==> src/rtl/hiscore_ram_arbiter.sv <==
// Work-RAM port arbiter: the arcade CPU always has priority, and the hiscore engine uses a req/ack handshake.
// Once the hiscore side has been starved for STARVE_LIMIT cycles, the arbiter asks the core to pause.
//
// state  | meaning
// -------+------------------------------------------------------------
// S_IDLE | no HPS access in flight; an HPS access is granted when the CPU is not using the port
// S_WAIT | RAM read data for the granted HPS access is on ram_dout
// S_ACK  | hs_ack pulse; returns to S_IDLE
module hiscore_ram_arbiter #(
   parameter int AW           = 12,
   parameter int DW           = 8,
   parameter int STARVE_LIMIT = 255
) (
   input  logic          clk,
   input  logic          reset_n,
   input  logic          cpu_ce,
   input  logic          cpu_cs,
   input  logic          cpu_we,
   input  logic [AW-1:0] cpu_addr,
   input  logic [DW-1:0] cpu_din,
   output logic [DW-1:0] cpu_dout,
   output logic          cpu_pause,
   input  logic          hs_req,
   input  logic          hs_we,
   input  logic [AW-1:0] hs_addr,
   input  logic [DW-1:0] hs_din,
   output logic [DW-1:0] hs_dout,
   output logic          hs_ack,
   output logic [AW-1:0] ram_addr,
   output logic          ram_we,
   output logic [DW-1:0] ram_din,
   input  logic [DW-1:0] ram_dout,
   output logic          busy
);

   typedef enum logic [1:0] {S_IDLE, S_WAIT, S_ACK} state_t;

   localparam logic [15:0] LIMIT = 16'(STARVE_LIMIT);

   state_t      state, state_nxt;
   logic        cpu_hit, hs_grant;
   logic        cpu_rd_d, hs_rd_q;
   logic [15:0] starve_cnt, starve_nxt;

   assign cpu_hit  = cpu_ce & cpu_cs;
   assign hs_grant = (state == S_IDLE) & hs_req & ~cpu_hit;
   assign hs_ack   = (state == S_ACK);
   assign busy     = (state != S_IDLE);

   always_comb begin
      ram_addr = cpu_addr;
      ram_din  = cpu_din;
      ram_we   = 1'b0;
      if (cpu_hit) begin
         ram_we = cpu_we;
      end else if (hs_grant) begin
         ram_addr = hs_addr;
         ram_din  = hs_din;
         ram_we   = hs_we;
      end
   end

   always_comb begin
      state_nxt = state;
      case (state)
         S_IDLE:  if (hs_grant) state_nxt = S_WAIT;
         S_WAIT:  state_nxt = S_ACK;
         S_ACK:   state_nxt = S_IDLE;
         default: state_nxt = S_IDLE;
      endcase
   end

   // Counts only denied cycles in IDLE, so it holds while a granted access is in flight.
   always_comb begin
      starve_nxt = starve_cnt;
      if (!hs_req || hs_grant)
         starve_nxt = '0;
      else if (state == S_IDLE && starve_cnt != LIMIT)
         starve_nxt = starve_cnt + 16'd1;
   end

   always_ff @(posedge clk or negedge reset_n) begin
      if (!reset_n) begin
         state      <= S_IDLE;
         cpu_rd_d   <= 1'b0;
         hs_rd_q    <= 1'b0;
         cpu_dout   <= '0;
         hs_dout    <= '0;
         starve_cnt <= '0;
         cpu_pause  <= 1'b0;
      end else begin
         state      <= state_nxt;
         cpu_rd_d   <= cpu_hit & ~cpu_we;
         starve_cnt <= starve_nxt;
         if (cpu_rd_d)
            cpu_dout <= ram_dout;
         if (hs_grant)
            hs_rd_q <= ~hs_we;
         if (state == S_WAIT && hs_rd_q)
            hs_dout <= ram_dout;
         if (state == S_ACK)
            cpu_pause <= 1'b0;
         else if (starve_nxt == LIMIT)
            cpu_pause <= 1'b1;
      end
   end

endmodule

==> config.mk <==
export PLATFORM = sky130hd
export DESIGN_NAME = hiscore_ram_arbiter
export DESIGN_NICKNAME = d
export VERILOG_FILES = /design/src/rtl/hiscore_ram_arbiter.sv
export SDC_FILE = /design/constraint.sdc
export NUM_CORES = 1
export LEC_CHECK = 0
export CAP_MARGIN = 20
export CORE_MARGIN = 5
export CORE_UTILIZATION = 41
export DETAILED_ROUTE_END_ITERATION = 10
export PLACE_DENSITY_LB_ADDON = 0.3
export SKIP_LAST_GASP = 1
export SYNTH_ARGS = -nofsm -noshare
export SYNTH_HDL_FRONTEND = slang
export SYNTH_SLANG_ARGS = --single-unit
export TNS_END_PERCENT = 50
==> constraint.sdc <==
create_clock -name clk -period 2.8 [get_ports clk]
set_input_delay 0.84 -clock clk [delete_from_list [all_inputs] [get_ports clk]]
set_output_delay 0.84 -clock clk [all_outputs]
set_load 0.05 [all_outputs]
==> results.sh <==
export IMPL_path_max_fanout=7
export IMPL_fin_crit_ns=2.78
export IMPL_antenna_found_initial=0
export IMPL_post_synth_xor_area_fraction_pct=3.42
export IMPL_syn_inst=229
export IMPL_synth_ff_type="dfrtp_1"
export IMPL_wl_per_cell_um=15.7
export IMPL_grt_max_degree=38
export IMPL_synth_most_common_cell="nand2_1"
export IMPL_insertion_delay_ns=0.29
export IMPL_yosysWarnings=0
export IMPL_synth_top_cells_by_count="nand2_1 (70), dfrtp_1 (37), mux2_2 (16), nor2_1 (16), nand3_1 (10)"
export IMPL_drtIter0Drc=208
export IMPL_muxShareOfSynthArea_pct=10.3
export IMPL_path_clk_slew_ns=0.08
export IMPL_drt_first_pass_iters=5
export IMPL_wl_um=6350
export IMPL_critPathRequiredTime_ns=1.96
export IMPL_finalSetupViolCount=0
export IMPL_ys_seq_area_share_pct=45.2
export IMPL_end_kind="output pin"
export IMPL_drv_cap=0
export IMPL_area_growth_pct=72.5
export IMPL_initial_core_util_pct=42.8
export IMPL_finalPower_mw=2.18
export IMPL_cp_start_kind="input port"
export IMPL_crit_arrival_ns=1.94
export IMPL_fillers=330
export IMPL_hpwl_um=4870
export IMPL_finalHoldViolCount=0
export IMPL_gr_total_overflow=0
export IMPL_place_gp_congestion=0.880
export IMPL_die_area_um2=6510
export IMPL_drv_slew=0
export IMPL_die_w_um=80.7
export IMPL_peakVddDrop_v=0.000288
export IMPL_fmax_mhz=360
export IMPL_grt_pass1_vias=2090
export IMPL_cts_tree="built"
export IMPL_cts_buffer_depth=2
export IMPL_relSlewSlack_pct=46.0
export IMPL_ctsHoldBuffers=0
export IMPL_track_usage_pct=20.6
export IMPL_cts_sinks=37
export IMPL_hold_ws_ns=0.491
export IMPL_power_density_nw_per_um2=617
export IMPL_tightest_slew_ns=0.811
export IMPL_synth_seq_cells=37
export IMPL_synth_top_area_share_pct=45.2
export IMPL_io_pins=95
export IMPL_worst_slack_ns=0.0240
export IMPL_fin_crit_sh_pct=99.1
export IMPL_synth_top_family_by_area="simple AND/OR/NAND/NOR gates"
export IMPL_clk_root_buffer_cell="clkbuf_8"
export IMPL_yosys_area_share_adder_pct=0.611
export IMPL_rows=25
export IMPL_pre_cts_ws_ns=-0.193
export IMPL_netlist_top_cells_area="dfrtp_1 (45%), nand2_1 (13%), mux2_2 (8.8%)"
export IMPL_setup_tns_ns=0
export IMPL_die_height_um=80.7
export IMPL_status="complete, no violations"
export IMPL_synth_edf_count=0
export IMPL_criticalPathCategory="in -> out"
export IMPL_synthesis_nets=285
export IMPL_synth_async_reset_ratio_pct=100
export IMPL_grt_pass1_wl_um=10100
export IMPL_drive_gt1_share_pct=23.1
export IMPL_hold_class="reg -> reg"
export IMPL_synth_area_leader_cell="dfrtp_1"
export IMPL_rsz0062_at_grt="yes"
export IMPL_p_leak_nw=1.57
export IMPL_io_buffers=94
export IMPL_drcViolationCount=0
export IMPL_synth_area_per_cell_um2=8.95
export IMPL_synth_area_um2=2050
export IMPL_synth_simple_area_share_pct=29.2
export IMPL_numCtsBuffers=5
export IMPL_htreeDepth=2
export IMPL_vias=2085
export IMPL_diodes=0
export IMPL_synth_cell_types=43
export IMPL_via_per_inst=5.15
export IMPL_fin_nets=393
export IMPL_coreArea_um2=4790
export IMPL_synth_compound_area_share_pct=7.81
export IMPL_antenna_left=0
export IMPL_skew_ns=0.00934
==> metrics by stage <==
stage               instance area [µm²]  util, %  cells
detailed placement                 3350     69.9    395
floorplan                          2050        -    229
CTS                                3510     73.4    404
global placement                   3350     69.9    395
finish                             3540     73.9    405
global route                       3540     73.9    405
==> power breakdown <==
group	switching, mW	total (mW)	internal [mW]	leakage, nW
sequential	0.0514	0.675	0.624	0.477
combinational	0.640	1.11	0.467	1.04
clock	0.200	0.399	0.200	0.0512
total	0.891	2.18	1.29	1.57
==> worst paths after layout <==
path | from | to | slack, ns | cells after the start
max in group asynchronous | reset_n | starve_cnt[7] | 1.64 | 1
worst min register to register | hs_rd_q | hs_rd_q | 0.49 | 2
min in group asynchronous | reset_n | starve_cnt[0] | 0.63 | 1
worst max-delay path | cpu_ce | ram_din[5] | 0.02 | 8
worst min-delay path | hs_rd_q | hs_rd_q | 0.49 | 2
worst max register to register | starve_cnt[0] | cpu_pause | 0.54 | 7
==> cell type report <==
type	instances	area, µm²	area share [%]
Sequential cell	37	926	26.2
Inverter	6	25.0	0.708
Multi-Input combinational cell	177	1090	30.7
Clock inverter	2	13.8	0.389
Timing Repair Buffer	110	1320	37.3
Clock buffer	6	82.6	2.34
Tap cell	67	83.8	2.37
==> per-layer routing <==
| metal | wire length (µm) | GRT usage, % | share of wire (%) |
|---|---|---|---|
| met1 | 2400 | 22.5 | 38 |
| met2 | 3190 | 35.7 | 50 |
| met3 | 675 | 8.86 | 11 |
| met4 | 80 | 6.76 | 1.3 |
| met5 | 0 | 0 | 0 |
==> placed cells by master (no fill, tap or decap), drive strengths merged, types with 4 or more instances in the layout <==
cell type       n
a21oi           4
nor4            4
nand3          10
buf            37
mux2           16
clkbuf          6
inv             6
nand4           4
o21ai           5
xor2            5
dfrtp          37
clkdlybuf4s50  68
nand2          70
nor2           16
==> state kept, by name, summed over array words and instances (netlist names) <==
name,flops
cpu_rd_d,1
starve_cnt,16
cpu_dout,8
cpu_pause,1
hs_rd_q,1
state,2
hs_dout,8
==> worst max-delay path, stage by stage <==
cell,delay [ns]
dlygate4sd2_1,0.25
nand2_2,0.10
nand3_4,0.10
inv_4,0.09
bufbuf_16,0.25
nand2_1,0.08
nand2_2,0.08
buf_12,0.13
==> kinds of logic after synthesis <==
kind of cell | count (synthesis)
and+or+nand+nor | 128
DFF | 37
AOI/OAI and AO/OA | 21
muxes | 19
buffers and inverters | 15
xor gates and xnor gates | 8
adders and majority gates | 1
==> what timing repair did <==
item                                    CTS  global route
buffers inserted                          0             1
endpoints found under the setup margin   21             9
pin swaps                                 0             0
hold endpoints to repair                  0             0
resized for setup                        17             1
cloned                                    1             0
No activity file was read; power rests on OpenSTA's default activity.
